===== src/rtl/wb_pkg.sv =====
// Shared types and constants for the register-file writeback slice.
// The data width comes from the global XLEN macro; a 32-bit default is
// supplied here for stand-alone builds.
`ifndef XLEN
`define XLEN 32
`endif

package wb_pkg;

  // Default number of buffered coprocessor results
  localparam int DEFAULT_FIFO_DEPTH = 4;

  // x0 is hardwired to zero, so writes to it are never performed
  localparam logic [4:0] REG_ZERO = 5'd0;

  typedef struct packed {
    logic [4:0]        rd;
    logic [`XLEN-1:0]  data;
  } wb_entry_t;

endpackage


===== src/rtl/regfile_writeback_if.sv =====
// Coprocessor result handshake (valid/ready with destination and data).
// Ports:
//   master modport - coprocessor side, drives valid/rd/data, sees ready
//   slave  modport - writeback side, drives ready
`ifndef XLEN
`define XLEN 32
`endif

interface regfile_writeback_if;
  logic              cop_res_valid;
  logic              cop_res_ready;
  logic [4:0]        cop_res_rd;
  logic [`XLEN-1:0]  cop_res_data;

  modport master (
    output cop_res_valid,
    output cop_res_rd,
    output cop_res_data,
    input  cop_res_ready
  );

  modport slave (
    input  cop_res_valid,
    input  cop_res_rd,
    input  cop_res_data,
    output cop_res_ready
  );
endinterface


===== src/rtl/wb_fifo.sv =====
// Circular FIFO of wb_entry_t used to buffer coprocessor results.
// Ports:
//   clock, reset       - clock, synchronous active-low reset
//   push, push_entry   - write request (ignored when full)
//   pop, head_entry    - read request (ignored when empty), current head
//   full, empty, count - occupancy status from the registered count
// DEPTH must be a power of two so the pointers wrap by plain overflow.
module wb_fifo
  import wb_pkg::*;
#(
  parameter int DEPTH = DEFAULT_FIFO_DEPTH
) (
  input  logic                    clock,
  input  logic                    reset,
  input  logic                    push,
  input  wb_entry_t               push_entry,
  input  logic                    pop,
  output wb_entry_t               head_entry,
  output logic                    full,
  output logic                    empty,
  output logic [$clog2(DEPTH):0]  count
);

  localparam int PTR_W = $clog2(DEPTH);
  localparam int CNT_W = PTR_W + 1;

  wb_entry_t         mem [DEPTH];
  logic [PTR_W-1:0]  rd_ptr;
  logic [PTR_W-1:0]  wr_ptr;
  logic              do_push;
  logic              do_pop;

  assign full       = (count == CNT_W'(DEPTH));
  assign empty      = (count == '0);
  assign do_push    = push && !full;
  assign do_pop     = pop && !empty;
  assign head_entry = mem[rd_ptr];

  // Storage needs no reset: entries are only read once count says valid
  always_ff @(posedge clock) begin
    if (do_push) begin
      mem[wr_ptr] <= push_entry;
    end
  end

  // Pointers wrap modulo DEPTH through natural PTR_W-bit overflow
  always_ff @(posedge clock) begin
    if (!reset) begin
      rd_ptr <= '0;
      wr_ptr <= '0;
      count  <= '0;
    end else begin
      if (do_push) begin
        wr_ptr <= wr_ptr + 1'b1;
      end
      if (do_pop) begin
        rd_ptr <= rd_ptr + 1'b1;
      end
      count <= count + CNT_W'(do_push) - CNT_W'(do_pop);
    end
  end

endmodule


===== src/rtl/regfile_writeback.sv =====
// Writeback stage in front of the register file write port. Core results
// always win; coprocessor results are buffered in a FIFO and drained on
// idle core cycles. A busy scoreboard flags reads of registers still
// waiting for a coprocessor result.
// Optional feature macro: WB_BYPASS_EN - a coprocessor result arriving on
// an idle core cycle with an empty FIFO goes straight to the output
// register instead of through the FIFO.
// Ports:
//   clock, reset                       - clock, synchronous active-low reset
//   core_wb_valid/rd/data              - single-cycle core result
//   cop_issue_valid/rd                 - marks a destination pending
//   cop_res (slave)                    - coprocessor result handshake
//   rs1_address, rs2_address, hazard   - decoder hazard query
//   rf_write_enable/rd_address/rd_data - register file write port
//   fifo_count                         - buffered result count
`ifndef XLEN
`define XLEN 32
`endif

module regfile_writeback
  import wb_pkg::*;
#(
  parameter int FIFO_DEPTH = DEFAULT_FIFO_DEPTH
) (
  input  logic                         clock,
  input  logic                         reset,
  input  logic                         core_wb_valid,
  input  logic [4:0]                   core_wb_rd,
  input  logic [`XLEN-1:0]             core_wb_data,
  input  logic                         cop_issue_valid,
  input  logic [4:0]                   cop_issue_rd,
  regfile_writeback_if.slave           cop_res,
  input  logic [4:0]                   rs1_address,
  input  logic [4:0]                   rs2_address,
  output logic                         hazard,
  output logic                         rf_write_enable,
  output logic [4:0]                   rf_rd_address,
  output logic [`XLEN-1:0]             rf_rd_data,
  output logic [$clog2(FIFO_DEPTH):0]  fifo_count
);

  wb_entry_t    fifo_head;
  wb_entry_t    res_entry;
  wb_entry_t    sel_entry;
  logic         fifo_full;
  logic         fifo_empty;
  logic         accept;
  logic         push;
  logic         pop;
  logic         bypass;
  logic         sel_valid;
  logic [31:0]  busy;
  logic [31:0]  busy_next;

  // Ready depends only on the registered count, never on this cycle's pop
  assign cop_res.cop_res_ready = reset && !fifo_full;
  assign accept    = cop_res.cop_res_valid && cop_res.cop_res_ready;
  assign res_entry = '{rd: cop_res.cop_res_rd, data: cop_res.cop_res_data};
  assign push      = accept && !bypass;

  wb_fifo #(
    .DEPTH (FIFO_DEPTH)
  ) u_fifo (
    .clock      (clock),
    .reset      (reset),
    .push       (push),
    .push_entry (res_entry),
    .pop        (pop),
    .head_entry (fifo_head),
    .full       (fifo_full),
    .empty      (fifo_empty),
    .count      (fifo_count)
  );

  // Source selection: core first, then FIFO head (then direct bypass)
  always_comb begin
    sel_valid = 1'b0;
    sel_entry = '0;
    pop       = 1'b0;
    bypass    = 1'b0;
    if (core_wb_valid) begin
      sel_valid = 1'b1;
      sel_entry = '{rd: core_wb_rd, data: core_wb_data};
    end else if (!fifo_empty) begin
      pop       = 1'b1;
      sel_valid = 1'b1;
      sel_entry = fifo_head;
`ifdef WB_BYPASS_EN
    end else if (accept) begin
      bypass    = 1'b1;
      sel_valid = 1'b1;
      sel_entry = res_entry;
`endif
    end
  end

  // Clear before set so an issue to the same register in the same cycle wins
  always_comb begin
    busy_next = busy;
    if (pop || bypass) begin
      busy_next[sel_entry.rd] = 1'b0;
    end
    if (cop_issue_valid) begin
      busy_next[cop_issue_rd] = 1'b1;
    end
    busy_next[0] = 1'b0;
  end

  always_ff @(posedge clock) begin
    if (!reset) begin
      busy <= '0;
    end else begin
      busy <= busy_next;
    end
  end

  assign hazard = busy[rs1_address] | busy[rs2_address];

  // Writes to x0 are dropped; address/data hold when nothing is selected
  always_ff @(posedge clock) begin
    if (!reset) begin
      rf_write_enable <= 1'b0;
      rf_rd_address   <= REG_ZERO;
      rf_rd_data      <= '0;
    end else begin
      rf_write_enable <= sel_valid && (sel_entry.rd != REG_ZERO);
      if (sel_valid) begin
        rf_rd_address <= sel_entry.rd;
        rf_rd_data    <= sel_entry.data;
      end
    end
  end

endmodule


===== src/flat_wrapper.sv =====
// flat-port wrapper written by rule: the top's interface ports become plain ports
module regfile_writeback_flat import wb_pkg::*;
#(
  parameter int FIFO_DEPTH = DEFAULT_FIFO_DEPTH
)
  (clock, reset, core_wb_valid, core_wb_rd, core_wb_data, cop_issue_valid, cop_issue_rd, rs1_address, rs2_address, hazard, rf_write_enable, rf_rd_address, rf_rd_data, fifo_count, cop_res_cop_res_valid, cop_res_cop_res_rd, cop_res_cop_res_data, cop_res_cop_res_ready);
  regfile_writeback_if cop_res_i ();
  input  logic clock;
  input  logic reset;
  input  logic core_wb_valid;
  input  logic [4:0] core_wb_rd;
  input  logic [`XLEN-1:0] core_wb_data;
  input  logic cop_issue_valid;
  input  logic [4:0] cop_issue_rd;
  input  logic [4:0] rs1_address;
  input  logic [4:0] rs2_address;
  output logic hazard;
  output logic rf_write_enable;
  output logic [4:0] rf_rd_address;
  output logic [`XLEN-1:0] rf_rd_data;
  output logic [$clog2(FIFO_DEPTH):0] fifo_count;
  input wire logic [$bits(cop_res_i.cop_res_valid)-1:0] cop_res_cop_res_valid;
  input wire logic [$bits(cop_res_i.cop_res_rd)-1:0] cop_res_cop_res_rd;
  input wire logic [$bits(cop_res_i.cop_res_data)-1:0] cop_res_cop_res_data;
  output wire logic [$bits(cop_res_i.cop_res_ready)-1:0] cop_res_cop_res_ready;
  assign cop_res_i.cop_res_valid = cop_res_cop_res_valid;
  assign cop_res_i.cop_res_rd = cop_res_cop_res_rd;
  assign cop_res_i.cop_res_data = cop_res_cop_res_data;
  assign cop_res_cop_res_ready = cop_res_i.cop_res_ready;
  regfile_writeback #(.FIFO_DEPTH(FIFO_DEPTH)) u_core (.clock(clock), .reset(reset), .core_wb_valid(core_wb_valid), .core_wb_rd(core_wb_rd), .core_wb_data(core_wb_data), .cop_issue_valid(cop_issue_valid), .cop_issue_rd(cop_issue_rd), .cop_res(cop_res_i), .rs1_address(rs1_address), .rs2_address(rs2_address), .hazard(hazard), .rf_write_enable(rf_write_enable), .rf_rd_address(rf_rd_address), .rf_rd_data(rf_rd_data), .fifo_count(fifo_count));
endmodule

===== config.mk =====
export PLATFORM = sky130hd
export DESIGN_NAME = regfile_writeback_flat
export DESIGN_NICKNAME = d
export VERILOG_FILES = /design/src/rtl/wb_pkg.sv /design/src/rtl/regfile_writeback_if.sv /design/src/rtl/wb_fifo.sv /design/src/rtl/regfile_writeback.sv /design/src/flat_wrapper.sv
export SDC_FILE = /design/constraint.sdc
export NUM_CORES = 1
export LEC_CHECK = 0
export CAP_MARGIN = 20
export CORE_ASPECT_RATIO = 1.5
export CORE_UTILIZATION = 30
export DETAILED_ROUTE_END_ITERATION = 8
export GPL_TIMING_DRIVEN = 0
export PLACE_DENSITY_LB_ADDON = 0.05
export SYNTH_ARGS = -nofsm -noshare
export SYNTH_HDL_FRONTEND = slang
export SYNTH_HIERARCHICAL = 1
export SYNTH_SLANG_ARGS = --single-unit

===== constraint.sdc =====
create_clock -name clock -period 5.58 [get_ports clock]
set_input_delay 1.116 -clock clock [delete_from_list [all_inputs] [get_ports clock]]
set_output_delay 1.116 -clock clock [all_outputs]
set_load 0.005 [all_outputs]

# == Word level (Yosys, flattened, before mapping) ==
# Memories as Yosys holds them, arrays and structs flattened. A register that Yosys moved wholly into a read port is not among the register bits.
# Cells that the tools add are included.
# totals
reg_bits,77
ramBits,148
input_bits,94
output_inout_bits,43
wordCells,54
memories,1
# mem_list
name,words,word_bits,rd,rd_clocked_by_memory_dff,write_ports,line,text
u_core.u_fifo.mem,4,37,1,1,1,wb_fifo.sv:27,wb_entry_t mem [DEPTH];
# op_classes
n_addsub,4
order_cmp,6
n_eq_ne,1
mux,19
n_bitwise,4
reduce_logical,11
# op_table
op,n
$mux 37,2
$mux 32,2
$and 32x32->32,1
$not 32->32,1
$or 32x32->32,1
$lt 5x6->1 const B,4
$bmux 1 s5,2
$demux 1 s5,2
$ge 5x1->1 const B,2
$mux 1,9
$logic_and 1x1->1,7
$reduce_bool 5->1,1
$add 2x1->2 const B,2
$mux 2,2
$add 3x1->3,1
$eq 3x3->1 const B,1
$logic_not 3->1,1
$sub 3x1->3,1
$logic_not 1->1,2
$or 1x1->1,1

# == Longest topological paths before layout ==
# depth
word_depth,12
mapped_depth,13
mapped_depth_nobuf,12

# == By module ==
# The synthesis kept the hierarchy.
# modules_own_cells
mod,instances,cells_each,area_each_um2,seq_area_each_um2
wb_fifo,1,244,5880.6,4624.4
regfile_writeback,1,416,3691.0,1381.3

# == Worst setup path after synthesis ==
# Ideal clock, no wire load.
# synth_timing
path_type,input to output
start,in rs1_address[1]
end,out hazard
arrival_ns,2.296
required_ns,4.464
setup_slack_ns,2.168
path_stages,6
n_path_buf,1
path_cell_list,clkbuf_1 mux4_2 a21boi_0 nand4_1 nand3_1 o2111ai_1
# synth_via
elab_chain_len,3
# synth_lines
element,line,text
"start, declared",flat_wrapper.sv:15,input logic [4:0] rs1_address;
$bmux 1 s5,regfile_writeback.sv:117,assign hazard = busy[rs1_address] | busy[rs2_address];
$mux 1 (not written as such),regfile_writeback.sv:117,
$or 1x1->1,regfile_writeback.sv:117,
"end, declared",flat_wrapper.sv:17,output logic hazard;
# Every way passes these cells. The select of a mux whose other input is x is not followed.

# == Worst setup path in the final report ==
# layout_timing
start,in rs2_address[0]
end,out hazard
# layout_via
elab_chain_len,3
# layout_lines
element,line,text
"start, declared",flat_wrapper.sv:16,input logic [4:0] rs2_address;
$bmux 1 s5,regfile_writeback.sv:117,
$mux 1 (not written as such),regfile_writeback.sv:117,
$or 1x1->1,regfile_writeback.sv:117,
# Every way passes these cells. The select of a mux whose other input is x is not followed.

==> flow_metrics.env <==
export IMPL_cp_depth=6
export IMPL_die_height_um=221
export IMPL_path_buf_inv=2
export IMPL_finalHoldViolCount=0
export IMPL_antenna_cells=0
export IMPL_core_area_mm2=0.0312
export IMPL_antenna_found_initial=0
export IMPL_wire_per_inst_um=20.1
export IMPL_p_sw_w=0.00127
export IMPL_start_kind="input pin"
export IMPL_initial_core_util_pct=30.6
export IMPL_synth_area_top_cells="edfxtp_1 (46%), dfxtp_1 (16%), mux4_2 (8.9%)"
export IMPL_cts_resized_gates=0
export IMPL_comb_power_share_pct=22.4
export IMPL_grt_usage_pct=15.6
export IMPL_final_common_cell="edfxtp_1"
export IMPL_pwr_share_clk_pct=37.6
export IMPL_path_delay_family="buffers and inverters"
export IMPL_synth_yosys_seq_area_share_pct=62.7
export IMPL_wl_met2_um=13900
export IMPL_timing_final_crit_share_pct=80.9
export IMPL_port_buffers=130
export IMPL_first_pass_iters=4
export IMPL_cap_viol_max_count=0
export IMPL_grt_max_degree=26
export IMPL_ys_ff_latch=226
export IMPL_slew_limit_headroom_pct=50.9
export IMPL_top_layer="met4"
export IMPL_rsz0062_at_grt="no"
export IMPL_ys_types=48
export IMPL_status="finished, final reports clean"
export IMPL_min_delay_path_class="flip-flop to flip-flop"
export IMPL_htreeDepth=1
export IMPL_timing_critical_path_mode_cell="clkdlybuf4s50_1"
export IMPL_fillers=3017
export IMPL_mostFrequentLayoutCells="edfxtp_1 (148), clkdlybuf4s50_1 (130), nand2_1 (78), dfxtp_1 (78), o21ai_0 (71)"
export IMPL_multi_input_area_mm2=0.00332
export IMPL_ys_flop_type="edfxtp_1"
export IMPL_synth_edf_count=148
export IMPL_hpwl_um=17800
export IMPL_period_needed_ns=4.52
export IMPL_io_pins=137
export IMPL_layout_nets=923
export IMPL_layout_drive_gt1_share_pct=13.4
export IMPL_clk_latency_ns=0.54
export IMPL_p_leak_nw=4.29
export IMPL_slowest_delay_ns=0.62
export IMPL_critPathKind="input pin to primary output"
export IMPL_holdPathStages=2
export IMPL_p_int_w=0.00365
export IMPL_reg2regPathDepth=10
export IMPL_worstMarginPinSlew_ns=0.734
export IMPL_crit_slowest_cell="clkdlybuf4s50_1"
export IMPL_ir_drop_v=0.000217
export IMPL_rows=79
export IMPL_cts_buffers=25
export IMPL_syn_inst=660
export IMPL_cts_tree="done"
export IMPL_netSwitchingFraction_pct=25.8
export IMPL_root_buffer="clkbuf_16"
export IMPL_place_congestion=0.844
export IMPL_ys_warn_count=6
export IMPL_async_reset_ff_share_pct=0
export IMPL_cts_setup_buffers=0
export IMPL_grt_pass1_wl_um=37700
export IMPL_arrival_ns=3.40
export IMPL_finalClockSkew_ns=0.0158
export IMPL_clock_path_buffers=3
export IMPL_synth_top_cell_area_share_pct=46.4
export IMPL_dieArea_mm2=0.0326
export IMPL_viasPerCell=4.79
export IMPL_area_delta_synth_final_pct=29.6
export IMPL_vias=5967
export IMPL_drt_iter0_markers=266
export IMPL_setup_viol=0
export IMPL_worst_setup_path_end_kind="primary output"
export IMPL_synth_area_per_cell_um2=14.5
export IMPL_critPathRequiredTime_ns=4.46
export IMPL_overflow=0
export IMPL_critPathLaunch="rs2_address[0]"
export IMPL_cts_clk_slew_worst_paths_ns=0.06
export IMPL_rr_startpoint="u_core/u_fifo/count[1]"
export IMPL_clock_sinks=226
export IMPL_die_w_um=148
export IMPL_syn_num_nets=761
export IMPL_cts_hold_fix_buffers=0
export IMPL_netlist_area_mm2=0.00957
export IMPL_min_delay_start="u_core/rf_rd_address[4]"
export IMPL_report_final_slew_viol_count=0
export IMPL_drc=0
export IMPL_seq_area_mm2=0.00601
export IMPL_cp_max_fo=5
export IMPL_fmax_mhz=221
export IMPL_hold_slack_ns=0.485
export IMPL_drt_total_wl_um=25100
export IMPL_yosysTopAreaCell="edfxtp_1"
export IMPL_drt_met1_wl_um=9660
export IMPL_grt_pass1_vias=6382
export IMPL_met3_length_um=1100
export IMPL_powerDensity_mw_per_mm2=396
export IMPL_seqPwrFrac_pct=40.0
export IMPL_crit_path_cell_trace="clkdlybuf4s50_1, mux4_1, mux2_2, a31oi_1, o2111ai_1, clkdlybuf4s50_1"
export IMPL_ant_nets=0
export IMPL_fin_setup_tns_ns=0
[metal layers]
| metal | global-route usage [%] | up-vias |
|---|---|---|
| met1 | 17.3 | 2964 |
| li1 | - | 2830 |
| met3 | 2.54 | 28 |
| met5 | 0 | - |
| met4 | 5.33 | 0 |
| met2 | 30.0 | 145 |
[power by group through the flow]
stage                     clock network [W]  logic [W]  registers [W]
final                               0.00185    0.00110        0.00197
after global routing                0.00196    0.00121        0.00198
after CTS                           0.00191    0.00114        0.00197
after detailed placement                  0    0.00113        0.00201
after global placement                    0    0.00111        0.00200
after floorplan                           0   0.000696        0.00200
[state kept, by name, summed over array words and instances (netlist names), named ones only]
signal / cells
u_core/u_fifo/rd_ptr: 2
u_core/rf_rd_address: 5
u_core/u_fifo/mem: 148
u_core/rf_write_enable: 1
u_core/rf_rd_data: 32
u_core/busy: 31
u_core/u_fifo/wr_ptr: 2
u_core/u_fifo/count: 3
[path summary, 6_finish.rpt]
check,endpoint,slack (ns)
hold reg to reg,u_core/rf_rd_address[4],0.48
setup reg to reg,u_core/u_fifo/count[2],2.87
hold / removal,u_core/rf_rd_address[4],0.48
setup / recovery,hazard,1.06
[metrics by stage]
stage / total power, W / utilization [%] / cells / instance area [um2] / worst slack (ns)
after global routing: 0.00515 / 39.7 / 1246 / 12400 / 1.03
after floorplan: 0.00269 / - / 660 / 9570 / 2.17
after CTS: 0.00501 / 39.7 / 1246 / 12400 / 1.07
final: 0.00492 / 39.7 / 1246 / 12400 / 1.06
after global placement: 0.00311 / 36.4 / 1195 / 11400 / 0.673
after detailed placement: 0.00314 / 36.8 / 1200 / 11500 / 1.08
[cell usage after synthesis (3+ instances only)]
| cell type | count |
|---|---|
| a21boi_0 | 33 |
| a21boi_1 | 3 |
| and2_1 | 42 |
| and3b_1 | 4 |
| buf_12 | 3 |
| buf_2 | 13 |
| clkbuf_1 | 15 |
| dfxtp_1 | 78 |
| edfxtp_1 | 148 |
| ha_1 | 6 |
| inv_1 | 7 |
| mux2i_1 | 39 |
| mux4_1 | 13 |
| mux4_2 | 38 |
| nand2_1 | 78 |
| nand3_1 | 7 |
| nand3b_1 | 5 |
| nor2_1 | 8 |
| nor2b_1 | 5 |
| nor3b_1 | 6 |
| o21ai_0 | 71 |
| or3_1 | 5 |
[final cells by class]
class | count | area share [%]
flip-flops and latches | 226 | 48.4
multi-input cells | 390 | 26.8
repair buffers | 135 | 11.3
clock buffers | 29 | 5.32
well taps | 405 | 4.08
clock inverters | 17 | 2.12
plain buffers | 37 | 1.80
inverters | 7 | 0.212
[logic make-up (layout without fill, tap and decap cells)]
logic type / count (synthesis) / count (layout) / share of synthesized area [%]
flip-flops: 226 / 226 / 62.7
adder cells (fa/ha/maj): 7 / 7 / 0.993
multiplexers: 92 / 92 / 16.8
AND/OR/NAND/NOR: 172 / 172 / 9.32
buffers and inverters: 44 / 225 / 2.61
AO/OA/AOI/OAI: 117 / 117 / 7.32
XOR/XNOR: 2 / 2 / 0.183
[tightest hold or removal path: cells and delay by family (launching register included)]
| family | cells | cell delay [ns] |
|---|---|---|
| compound gates | 1 | 0.06 |
| flops | 1 | 0.32 |
| simple gates | 1 | 0.05 |
No activity file was read; power rests on OpenSTA's default activity.
